File: src/rtl/enemy_pkg.sv
// ---------------------------------------------------------------------------
// enemy_pkg
// Shared definitions for the enemy game-logic layer: pixel field widths,
// the scheduler state encoding and the enemy movement action codes used by
// both the enemy instances and the collision detector.
// No ports (package).
// ---------------------------------------------------------------------------
package enemy_pkg;

   localparam int X_W      = 9;
   localparam int Y_W      = 8;
   localparam int COLOUR_W = 6;

   typedef enum logic [3:0] {
      S_WAIT    = 4'd0,
      S_INIT    = 4'd1,
      S_IDLE    = 4'd2,
      S_GEN     = 4'd3,
      S_APPLY   = 4'd4,
      S_SCAN    = 4'd5,
      S_DRAW    = 4'd6,
      S_RELEASE = 4'd7,
      S_DONE    = 4'd8
   } sched_state_t;

   typedef enum logic [2:0] {
      NO_ACTION = 3'd0,
      UP        = 3'd1,
      DOWN      = 3'd2,
      LEFT      = 3'd3,
      RIGHT     = 3'd4
   } enemy_action_t;

endpackage

File: src/rtl/enemy_scheduler_if.sv
// ---------------------------------------------------------------------------
// enemy_scheduler_if
// Bundle between the scheduler and the NUM_ENEMIES enemy instances.
//   enemy -> scheduler : enemy_alive, draw_done_in, x_draw_in, y_draw_in,
//                        colour_in, vga_write_in (packed, enemy i in slice i)
//   scheduler -> enemy : init, idle, gen_move, apply_move, draw_en
// modport master : scheduler side
// modport slave  : enemy side
// ---------------------------------------------------------------------------
interface enemy_scheduler_if
   import enemy_pkg::*;
#(
   parameter int NUM_ENEMIES = 4
) ();

   logic [NUM_ENEMIES-1:0]          enemy_alive;
   logic [NUM_ENEMIES-1:0]          draw_done_in;
   logic [X_W*NUM_ENEMIES-1:0]      x_draw_in;
   logic [Y_W*NUM_ENEMIES-1:0]      y_draw_in;
   logic [COLOUR_W*NUM_ENEMIES-1:0] colour_in;
   logic [NUM_ENEMIES-1:0]          vga_write_in;

   logic                            init;
   logic                            idle;
   logic                            gen_move;
   logic                            apply_move;
   logic [NUM_ENEMIES-1:0]          draw_en;

   modport master (
      input  enemy_alive, draw_done_in, x_draw_in, y_draw_in, colour_in, vga_write_in,
      output init, idle, gen_move, apply_move, draw_en
   );

   modport slave (
      output enemy_alive, draw_done_in, x_draw_in, y_draw_in, colour_in, vga_write_in,
      input  init, idle, gen_move, apply_move, draw_en
   );

endinterface

File: src/rtl/enemy_pixel_mux.sv
// ---------------------------------------------------------------------------
// enemy_pixel_mux
// Selects one enemy's pixel stream out of the packed per-enemy buses.
//   i_sel        : enemy index; values >= NUM_ENEMIES select all zeros
//   i_xBus       : packed x, enemy i in [X_W*i +: X_W]
//   i_yBus       : packed y
//   i_colourBus  : packed colour
//   i_writeBus   : per-enemy write enable
//   o_x/o_y/o_colour/o_write : selected enemy's pixel
// ---------------------------------------------------------------------------
module enemy_pixel_mux
   import enemy_pkg::*;
#(
   parameter int NUM_ENEMIES = 4,
   parameter int IDX_W       = 3
) (
   input  logic [IDX_W-1:0]                i_sel,
   input  logic [X_W*NUM_ENEMIES-1:0]      i_xBus,
   input  logic [Y_W*NUM_ENEMIES-1:0]      i_yBus,
   input  logic [COLOUR_W*NUM_ENEMIES-1:0] i_colourBus,
   input  logic [NUM_ENEMIES-1:0]          i_writeBus,
   output logic [X_W-1:0]                  o_x,
   output logic [Y_W-1:0]                  o_y,
   output logic [COLOUR_W-1:0]             o_colour,
   output logic                            o_write
);

   // Priority-free select: at most one index matches, and an index past the
   // last enemy leaves every output at its zero default.
   always_comb begin
      o_x      = '0;
      o_y      = '0;
      o_colour = '0;
      o_write  = 1'b0;
      for (int i = 0; i < NUM_ENEMIES; i++) begin
         if (i_sel == IDX_W'(i)) begin
            o_x      = i_xBus[X_W*i +: X_W];
            o_y      = i_yBus[Y_W*i +: Y_W];
            o_colour = i_colourBus[COLOUR_W*i +: COLOUR_W];
            o_write  = i_writeBus[i];
         end
      end
   end

endmodule

File: src/rtl/enemy_scheduler.sv
// ---------------------------------------------------------------------------
// enemy_scheduler
// Central sequencer for the enemy instances. Each accepted frame_tick gives
// one gen_move pulse, one apply_move pulse, then grants the VGA path to each
// alive enemy in index order (draw_en one-hot until its draw_done, then one
// release cycle) and reports frame_done. Ticks that cannot be accepted are
// dropped and flagged with frame_overrun.
// Ports:
//   clock, resetn (async, active-low)
//   game_start, frame_tick          : control pulses from the game FSM
//   bus (enemy_scheduler_if.master) : per-enemy strobes and pixel buses
//   x_out, y_out, colour_out, vga_write_out : pixel stream to the VGA adapter
//   busy, frame_done, frame_overrun : status to the game FSM
//   draw_timeout_err                : sticky watchdog flag (optional)
// Optional feature macro: ENEMY_SCHED_DRAW_TIMEOUT_EN adds a per-grant draw
// watchdog of DRAW_TIMEOUT cycles and the draw_timeout_err port.
// ---------------------------------------------------------------------------
module enemy_scheduler
   import enemy_pkg::*;
#(
   parameter int NUM_ENEMIES  = 4,
   parameter int IDX_W        = 3,
   parameter int DRAW_TIMEOUT = 300
) (
   input  logic                clock,
   input  logic                resetn,
   input  logic                game_start,
   input  logic                frame_tick,
   enemy_scheduler_if.master   bus,
   output logic [X_W-1:0]      x_out,
   output logic [Y_W-1:0]      y_out,
   output logic [COLOUR_W-1:0] colour_out,
   output logic                vga_write_out,
   output logic                busy,
   output logic                frame_done,
   output logic                frame_overrun
`ifdef ENEMY_SCHED_DRAW_TIMEOUT_EN
   ,
   output logic                draw_timeout_err
`endif
);

   // The index must be able to hold NUM_ENEMIES itself (the end-of-scan
   // marker), and the watchdog counter is only 9 bits wide.
   if ((1 << IDX_W) <= NUM_ENEMIES || NUM_ENEMIES < 1 || NUM_ENEMIES > 8 ||
       DRAW_TIMEOUT < 1 || DRAW_TIMEOUT > 512) begin : g_badParams
      $error("enemy_scheduler: illegal parameter combination");
   end

   localparam logic [IDX_W-1:0] LAST_SEL = IDX_W'(NUM_ENEMIES);

   sched_state_t           r_state;
   sched_state_t           w_nextState;
   logic [IDX_W-1:0]       r_sel;
   logic [IDX_W-1:0]       w_nextSel;
   logic [NUM_ENEMIES-1:0] r_aliveQ;
   logic [NUM_ENEMIES-1:0] w_aliveShift;
   logic [NUM_ENEMIES-1:0] w_doneShift;
   logic [NUM_ENEMIES-1:0] w_selOneHot;
   logic                   w_overrun;
   logic                   w_wdogExpired;
   logic                   w_muxWrite;

   logic                   r_init;
   logic                   r_idle;
   logic                   r_gen;
   logic                   r_apply;
   logic [NUM_ENEMIES-1:0] r_drawEn;
   logic                   r_busy;
   logic                   r_frameDone;
   logic                   r_overrun;

   assign w_aliveShift = r_aliveQ >> r_sel;
   assign w_doneShift  = bus.draw_done_in >> r_sel;

`ifdef ENEMY_SCHED_DRAW_TIMEOUT_EN
   logic [8:0] r_wdog;
   logic       r_timeoutErr;

   assign w_wdogExpired    = (r_state == S_DRAW) && (r_wdog == 9'(DRAW_TIMEOUT - 1));
   assign draw_timeout_err = r_timeoutErr;

   // Watchdog restarts on every new grant so each enemy gets the full
   // budget; the error flag is sticky until the game restarts.
   always_ff @(posedge clock or negedge resetn) begin
      if (!resetn) begin
         r_wdog       <= '0;
         r_timeoutErr <= 1'b0;
      end else begin
         if (w_nextState == S_DRAW && r_state != S_DRAW) begin
            r_wdog <= '0;
         end else if (r_state == S_DRAW) begin
            r_wdog <= r_wdog + 9'd1;
         end
         if (game_start) begin
            r_timeoutErr <= 1'b0;
         end else if (w_wdogExpired && !w_doneShift[0]) begin
            r_timeoutErr <= 1'b1;
         end
      end
   end
`else
   assign w_wdogExpired = 1'b0;
`endif

   // Next-state and next-index logic. game_start overrides everything,
   // including a simultaneous frame_tick, which is then reported as dropped.
   always_comb begin
      w_nextState = r_state;
      w_nextSel   = r_sel;
      w_overrun   = 1'b0;
      if (game_start) begin
         w_nextState = S_INIT;
         w_nextSel   = '0;
         w_overrun   = frame_tick;
      end else begin
         w_overrun = frame_tick && (r_state != S_IDLE);
         case (r_state)
            S_WAIT:    w_nextState = S_WAIT;
            S_INIT:    w_nextState = S_IDLE;
            S_IDLE: begin
               if (frame_tick) begin
                  w_nextState = S_GEN;
                  w_nextSel   = '0;
               end
            end
            S_GEN:     w_nextState = S_APPLY;
            S_APPLY:   w_nextState = S_SCAN;
            S_SCAN: begin
               if (r_sel == LAST_SEL) begin
                  w_nextState = S_DONE;
               end else if (w_aliveShift[0]) begin
                  w_nextState = S_DRAW;
               end else begin
                  w_nextSel = r_sel + 1'b1;
               end
            end
            S_DRAW: begin
               if (w_doneShift[0] || w_wdogExpired) begin
                  w_nextState = S_RELEASE;
               end
            end
            S_RELEASE: begin
               w_nextState = S_SCAN;
               w_nextSel   = r_sel + 1'b1;
            end
            S_DONE:    w_nextState = S_IDLE;
            default:   w_nextState = S_WAIT;
         endcase
      end
   end

   // One-hot grant decoded from the index the FSM is about to hold.
   always_comb begin
      w_selOneHot = '0;
      for (int i = 0; i < NUM_ENEMIES; i++) begin
         w_selOneHot[i] = (w_nextSel == IDX_W'(i));
      end
   end

   // State, index and the alive snapshot. The snapshot is taken only when a
   // frame is accepted, so alive changes during a frame have no effect.
   always_ff @(posedge clock or negedge resetn) begin
      if (!resetn) begin
         r_state  <= S_WAIT;
         r_sel    <= '0;
         r_aliveQ <= '0;
      end else begin
         r_state <= w_nextState;
         r_sel   <= w_nextSel;
         if (r_state == S_IDLE && frame_tick && !game_start) begin
            r_aliveQ <= bus.enemy_alive;
         end
      end
   end

   // Registered outputs decoded from the next state, so every strobe lines
   // up with the cycle its state is occupied.
   always_ff @(posedge clock or negedge resetn) begin
      if (!resetn) begin
         r_init      <= 1'b0;
         r_idle      <= 1'b0;
         r_gen       <= 1'b0;
         r_apply     <= 1'b0;
         r_drawEn    <= '0;
         r_busy      <= 1'b0;
         r_frameDone <= 1'b0;
         r_overrun   <= 1'b0;
      end else begin
         r_init      <= (w_nextState == S_INIT);
         r_idle      <= (w_nextState == S_IDLE);
         r_gen       <= (w_nextState == S_GEN);
         r_apply     <= (w_nextState == S_APPLY);
         r_drawEn    <= (w_nextState == S_DRAW) ? w_selOneHot : '0;
         r_busy      <= (w_nextState inside {S_GEN, S_APPLY, S_SCAN, S_DRAW, S_RELEASE});
         r_frameDone <= (w_nextState == S_DONE);
         r_overrun   <= w_overrun;
      end
   end

   assign bus.init       = r_init;
   assign bus.idle       = r_idle;
   assign bus.gen_move   = r_gen;
   assign bus.apply_move = r_apply;
   assign bus.draw_en    = r_drawEn;
   assign busy           = r_busy;
   assign frame_done     = r_frameDone;
   assign frame_overrun  = r_overrun;

   enemy_pixel_mux #(
      .NUM_ENEMIES (NUM_ENEMIES),
      .IDX_W       (IDX_W)
   ) u_pixelMux (
      .i_sel       (r_sel),
      .i_xBus      (bus.x_draw_in),
      .i_yBus      (bus.y_draw_in),
      .i_colourBus (bus.colour_in),
      .i_writeBus  (bus.vga_write_in),
      .o_x         (x_out),
      .o_y         (y_out),
      .o_colour    (colour_out),
      .o_write     (w_muxWrite)
   );

   // Only the enemy currently holding the grant may write to the VGA path.
   assign vga_write_out = w_muxWrite && (r_state == S_DRAW);

endmodule

File: src/flat_wrapper.sv
// flat-port wrapper written by rule: the top's interface ports become plain ports
module enemy_scheduler_flat import enemy_pkg::*;
#(
   parameter int NUM_ENEMIES  = 4,
   parameter int IDX_W        = 3,
   parameter int DRAW_TIMEOUT = 300
)
  (clock, resetn, game_start, frame_tick, x_out, y_out, colour_out, vga_write_out, busy, frame_done, frame_overrun, bus_enemy_alive, bus_draw_done_in, bus_x_draw_in, bus_y_draw_in, bus_colour_in, bus_vga_write_in, bus_init, bus_idle, bus_gen_move, bus_apply_move, bus_draw_en);
  enemy_scheduler_if #(.NUM_ENEMIES(NUM_ENEMIES)) bus_i ();
  input  logic clock;
  input  logic resetn;
  input  logic game_start;
  input  logic frame_tick;
  output logic [X_W-1:0] x_out;
  output logic [Y_W-1:0] y_out;
  output logic [COLOUR_W-1:0] colour_out;
  output logic vga_write_out;
  output logic busy;
  output logic frame_done;
  output logic frame_overrun;
  input wire logic [$bits(bus_i.enemy_alive)-1:0] bus_enemy_alive;
  input wire logic [$bits(bus_i.draw_done_in)-1:0] bus_draw_done_in;
  input wire logic [$bits(bus_i.x_draw_in)-1:0] bus_x_draw_in;
  input wire logic [$bits(bus_i.y_draw_in)-1:0] bus_y_draw_in;
  input wire logic [$bits(bus_i.colour_in)-1:0] bus_colour_in;
  input wire logic [$bits(bus_i.vga_write_in)-1:0] bus_vga_write_in;
  output wire logic [$bits(bus_i.init)-1:0] bus_init;
  output wire logic [$bits(bus_i.idle)-1:0] bus_idle;
  output wire logic [$bits(bus_i.gen_move)-1:0] bus_gen_move;
  output wire logic [$bits(bus_i.apply_move)-1:0] bus_apply_move;
  output wire logic [$bits(bus_i.draw_en)-1:0] bus_draw_en;
  assign bus_i.enemy_alive = bus_enemy_alive;
  assign bus_i.draw_done_in = bus_draw_done_in;
  assign bus_i.x_draw_in = bus_x_draw_in;
  assign bus_i.y_draw_in = bus_y_draw_in;
  assign bus_i.colour_in = bus_colour_in;
  assign bus_i.vga_write_in = bus_vga_write_in;
  assign bus_init = bus_i.init;
  assign bus_idle = bus_i.idle;
  assign bus_gen_move = bus_i.gen_move;
  assign bus_apply_move = bus_i.apply_move;
  assign bus_draw_en = bus_i.draw_en;
  enemy_scheduler #(.NUM_ENEMIES(NUM_ENEMIES), .IDX_W(IDX_W), .DRAW_TIMEOUT(DRAW_TIMEOUT)) u_core (.clock(clock), .resetn(resetn), .game_start(game_start), .frame_tick(frame_tick), .bus(bus_i), .x_out(x_out), .y_out(y_out), .colour_out(colour_out), .vga_write_out(vga_write_out), .busy(busy), .frame_done(frame_done), .frame_overrun(frame_overrun));
endmodule
File: config.mk
export PLATFORM = sky130hd
export DESIGN_NAME = enemy_scheduler_flat
export DESIGN_NICKNAME = d
export VERILOG_FILES = /design/src/rtl/enemy_pkg.sv /design/src/rtl/enemy_scheduler_if.sv /design/src/rtl/enemy_pixel_mux.sv /design/src/rtl/enemy_scheduler.sv /design/src/flat_wrapper.sv
export SDC_FILE = /design/constraint.sdc
export NUM_CORES = 1
export LEC_CHECK = 0
export ABC_AREA = 1
export CAP_MARGIN = 20
export CORE_MARGIN = 2
export CORE_UTILIZATION = 34
export DETAILED_ROUTE_END_ITERATION = 6
export PLACE_DENSITY = 0.81
export SLEW_MARGIN = 15
export SYNTH_ARGS = -nofsm -noshare
export SYNTH_HDL_FRONTEND = slang
export SYNTH_SLANG_ARGS = --single-unit
export TNS_END_PERCENT = 10
File: constraint.sdc
create_clock -name clock -period 2.8 [get_ports clock]
set_input_delay 0.28 -clock clock [delete_from_list [all_inputs] [get_ports clock]]
set_output_delay 0.28 -clock clock [all_outputs]
set_load 0.05 [all_outputs]
# Word-level counts from Yosys, hierarchy flattened
# Index checks and enable logic that the tools add are counted.
# op_classes
n_addsub	1
n_eq_ne	24
n_shift	2
muxes	29
reduce_logical	10
# ops
operator	count
9-bit two-way mux	4
4-bit by 3-bit equality test with 1-bit output (second input constant)	8
8-bit two-way mux	4
4-bit two-way mux	6
6-bit two-way mux	4
4-bit case mux with 6 select lines	1
4-bit by 2-bit equality test with 1-bit output (second input constant)	4
3-bit by 2-bit equality test with 1-bit output (second input constant)	4
3-bit two-way mux	4
3-bit case mux with 3 select lines	1
4-bit by 1-bit equality test with 1-bit output (second input constant)	2
4-bit equality test (second input constant)	2
4-bit by 3-bit >> shifter with 1-bit output	2
3-bit by 1-bit equality test with 1-bit output (second input constant)	2
3-bit logical NOT	2
1-bit two-way mux	5
5-bit nonzero test	1
1-bit logical AND	4
4-bit by 2-bit != test with 1-bit output (second input constant)	1
2-bit OR reduction	2
3-bit by 1-bit adder with 3-bit output (second input constant)	1
3-bit equality test (second input constant)	1
1-bit logical NOT	1
# word_totals
reg_bits	22
input_bits	108
out_inout_bits	35
elab_cells	77

# Depth between registers and ports, before layout
# depth
word_depth	7
ltp_mapped	12
ltp_nobuf	12

# Hierarchy
# Synthesis repeated with hierarchy kept, for this count alone.
# hier_totals
hier_cells	300
area_unflattened_um2	2025.7
# modules_own_cells
module	instances	cells_each	area_each_um2	seq_area_each_um2
enemy_scheduler	1	153	1157.4	550.5
enemy_pixel_mux	1	147	868.3	0.0

# Worst setup path after synthesis
# No wires, ideal clock.
# synth_path
kind	flip-flop to output port
start	register u_core.r_sel[1]
end	output colour_out[4]
arrival_time_ns	2.423
t_required_ns	2.520
path_slack_ns	0.097
stages_incl_launch_ff	10
n_path_buf	1
path_cell_list	dfrtp_1 -> inv_1 -> ha_1 -> inv_1 -> nor2_1 -> buf_2 -> nand2_1 -> nand3_1 -> o21ai_0 -> o21ai_0
# synth_between
elab_chain_len	5
word_cells_on_any_way	8
classes_between	eq/ne: 3; mux: 4; reduce/logical: 1
# synth_lines
element	line_no	text
from (decl)	enemy_scheduler.sv:54	logic [IDX_W-1:0] r_sel;
from (signal assigned)	enemy_scheduler.sv:170	r_sel <= w_nextSel;
3-bit logical NOT	enemy_pixel_mux.sv:36	if (i_sel == IDX_W'(i)) begin
6-bit two-way mux (3 in a row)	enemy_pixel_mux.sv:36	
6-bit two-way mux *	enemy_pixel_mux.sv:36	
to (decl)	flat_wrapper.sv:16	output logic [COLOUR_W-1:0] colour_out;
# Mark *: on every way between the ends. The rest lies on a longest branch, timed or not.

# Worst setup path in the final report
# layout_path
start	register u_core.r_sel[0]
end	output y_out[5]
# layout_between
elab_chain_len	5
word_cells_on_any_way	8
classes_between	eq/ne: 3; mux: 4; reduce/logical: 1
# layout_lines
element	line_no	text
3-bit logical NOT	enemy_pixel_mux.sv:36	
8-bit two-way mux (3 in a row)	enemy_pixel_mux.sv:36	
8-bit two-way mux *	enemy_pixel_mux.sv:36	
to (decl)	flat_wrapper.sv:15	output logic [Y_W-1:0] y_out;
# Marked as above.

==> impl_metrics.yaml <==
run_status:
  status: "complete, no violations"
worst_setup_path:
  cp_num_cells: 10
  worst_r2r_endpoint: "u_core.bus.draw_en[2]$_DFF_PN0_"
  arrival_ps: 2310
  critPathTopFamily: "buffers and inverters"
  cp_cell_sequence: "inv_2, ha_1, nand3_1, inv_1, buf_4, nand2_1, nand3_1, o21ai_0, o21ai_0, buf_12"
  rrSetupSlack_ps: 970
  critPathMaxFanout: 24
  cp-start-kind: "flip-flop"
  worst_r2r_startpoint: "u_core.r_sel[0]$_DFF_PN0_"
  slowest_stage: "dfrtp_1"
  critPathBufInv: 4
  end_kind: "output port"
  critPathLaunch: "u_core.r_sel[0]$_DFF_PN0_"
  path_class: "reg2out"
  cp-endpoint: "y_out[5]"
  max_stage_delay_ps: 480
  reg2regPathDepth: 11
  required_ps: 2520
global_route:
  grt.total_usage_pct: 21.8
  overflow: 0
  antenna_found_initial: 0
  grt_pass1_wl_um: 10700
  grt_start_max_net_pins: 49
  grt_pass1_vias: 2323
final_layout:
  n_antenna_cell: 0
  drive_gt1_share_pct: 11.3
  fillCellCount: 458
  regArea_sq_um: 551
  multi_input_area_sq_um: 1150
  area_delta_synth_final_pct: 95.2
  fin_nets: 558
drt:
  dr.first_iter.drc_count: 107
  routed_wirelength_um: 6850
  met1Wirelength_um: 2700
  wl_per_cell_um: 13.3
  met3_length_um: 451
  drcViolationCount: 0
  dr.pass1.iters: 4
  vias: 2499
  drtAntennaViolNets: 0
  viasPerCell: 4.84
  dr.max_layer_used: "met4"
  wl_met2_um: 3550
floorplan:
  chipHeight_um: 78.2
  core_sq_um: 5410
  dieArea_sq_um: 6110
  die_x_um: 78.2
  initial_core_util_pct: 34.6
  ios: 143
  num_rows: 27
placement:
  gp_congestion: 0.823
  dp_hpwl_um: 5560
  pre_cts_ws_ps: 465
  portBuffers: 142
synth:
  yosys.cell_count.top_type: "nand2_1"
  async_flop_share_pct: 100
  yosysTopAreaCellShare_pct: 29.4
  synth_nets: 421
  synth_top_cell_by_area: "dfrtp_1"
  yosys_register_bits: 22
  synthFlopType: "dfrtp_1"
  synthTopCellsByArea: "dfrtp_1 (29%), nand2_1 (22%), o21ai_0 (14%)"
  yosysSeqAreaShare_pct: 29.4
  synth_common_cells: "nand2_1 (109), o21ai_0 (53), nand3_1 (41)"
  yosysUniqueCellTypes: 26
  synthCells: 308
  yosysWarnings: 0
  avgSynthCellArea_sq_um: 6.08
  synth_edf_count: 0
  syn_area_sq_um: 1870
sta:
  finalHoldViolations: 0
  setup_slack_ps: 206
  whs_ps: 534
  worst_pin_slew_ps: 931
  skew_ps: 1.82
  period_minus_slack_ps: 2590
  fin_tns_setup_ps: 0
  rsz0062_at_grt: "false"
  slew_viol_final: 0
  slew-limit-headroom_pct: 37.7
  finalSetupViolations: 0
  min_period_over_period_pct: 92.6
  max_freq_mhz: 386
job:
  maxCapViolCount: 0
cts:
  clkSlewWorstSetupHoldPaths_ps: 70
  cts_sinks: 22
  clockBufferDepth: 2
  cts_buffers: 3
  cts-htree-levels: 1
  post-cts-setup-buffers: 0
  root_buffer: "clkbuf_8"
  cts_tree: "built"
  clk-insertion-delay-late_ps: 260
power:
  p_leak_nw: 1.65
  ir_drop_mv: 0.406
  powerDensity_nw_per_um2: 414
hold_path:
  min_path_type: "in2async"
logic make-up after synthesis:
group           after synthesis  synth area share (%)
fa+ha+maj                     5                  3.34
simple gates                179                  41.9
buf+inv                      44                  9.56
compound gates               58                  15.8
flops                        22                  29.4
layout make-up:
class | count | area share, %
clock buffer | 4 | 1.51
multi-input combinational | 242 | 31.5
timing repair buffer | 147 | 46.5
inverter | 29 | 2.98
sequential | 22 | 15.1
tap | 72 | 2.47
how the worst min path moves through the flow:
stage,slack [ps],endpoint,depth (start not counted),from
floorplan,-20,u_core.bus.apply_move$_DFF_PN0_,0,resetn
global placement,520,u_core.r_aliveQ[2]$_DFFE_PN0P_,2,u_core.r_aliveQ[2]$_DFFE_PN0P_
detailed placement,540,u_core.r_aliveQ[3]$_DFFE_PN0P_,2,u_core.r_aliveQ[3]$_DFFE_PN0P_
CTS,550,u_core.r_aliveQ[3]$_DFFE_PN0P_,2,u_core.r_aliveQ[3]$_DFFE_PN0P_
global route,590,u_core.r_aliveQ[1]$_DFFE_PN0P_,2,u_core.r_aliveQ[1]$_DFFE_PN0P_
finish,530,u_core.bus.apply_move$_DFF_PN0_,1,resetn
metal layers:
layer | GRT usage, % | vias to the layer above
met1 | 24.4 | 1118
met5 | 0 | -
met4 | 8.07 | 0
li1 | - | 1269
met2 | 41.2 | 100
met3 | 3.33 | 12
placed cells by master (no fill, tap or decap), types with 2 or more instances in the layout:
master           instances
buf_12                  24
buf_4                    5
clkbuf_8                 4
clkdlybuf4s50_1        118
clkinv_1                 2
dfrtp_1                 22
ha_1                     5
inv_1                   23
inv_2                    4
nand2_1                109
nand2_2                  2
nand3_1                 41
nand3_2                  4
nor2_1                  13
nor2_2                   3
nor2_4                   2
o21ai_0                 51
o21ai_1                  4
stage by stage:
stage | instances | utilization (%) | power [mW] | area (sq um)
after floorplan | 308 | - | 0.833 | 1870
after global placement | 512 | 66.5 | 1.28 | 3590
after detailed placement | 512 | 66.5 | 1.29 | 3590
after CTS | 516 | 67.5 | 1.52 | 3650
after global routing | 516 | 67.6 | 1.60 | 3650
final | 516 | 67.6 | 1.51 | 3650
where the power goes:
group / internal [mW] / leakage (nW) / switching [mW]
Clock: 0.125 / 0.0288 / 0.0981
Sequential: 0.363 / 0.288 / 0.0207
Combinational: 0.426 / 1.33 / 0.478
flip-flops by register name, summed over array words and instances (netlist names):
name / flops
u_core.busy: 1
u_core.bus.apply_move: 1
u_core.bus.idle: 1
u_core.bus.draw_en: 4
u_core.r_state: 4
u_core.r_aliveQ: 4
u_core.frame_done: 1
u_core.bus.init: 1
u_core.r_sel: 3
u_core.bus.gen_move: 1
u_core.frame_overrun: 1
repair_timing:
item,4_1_cts,5_1_grt
hold buffers,0,0
resized for setup,0,3
setup endpoints to repair,0,3
(Power assumes the default switching activity.)
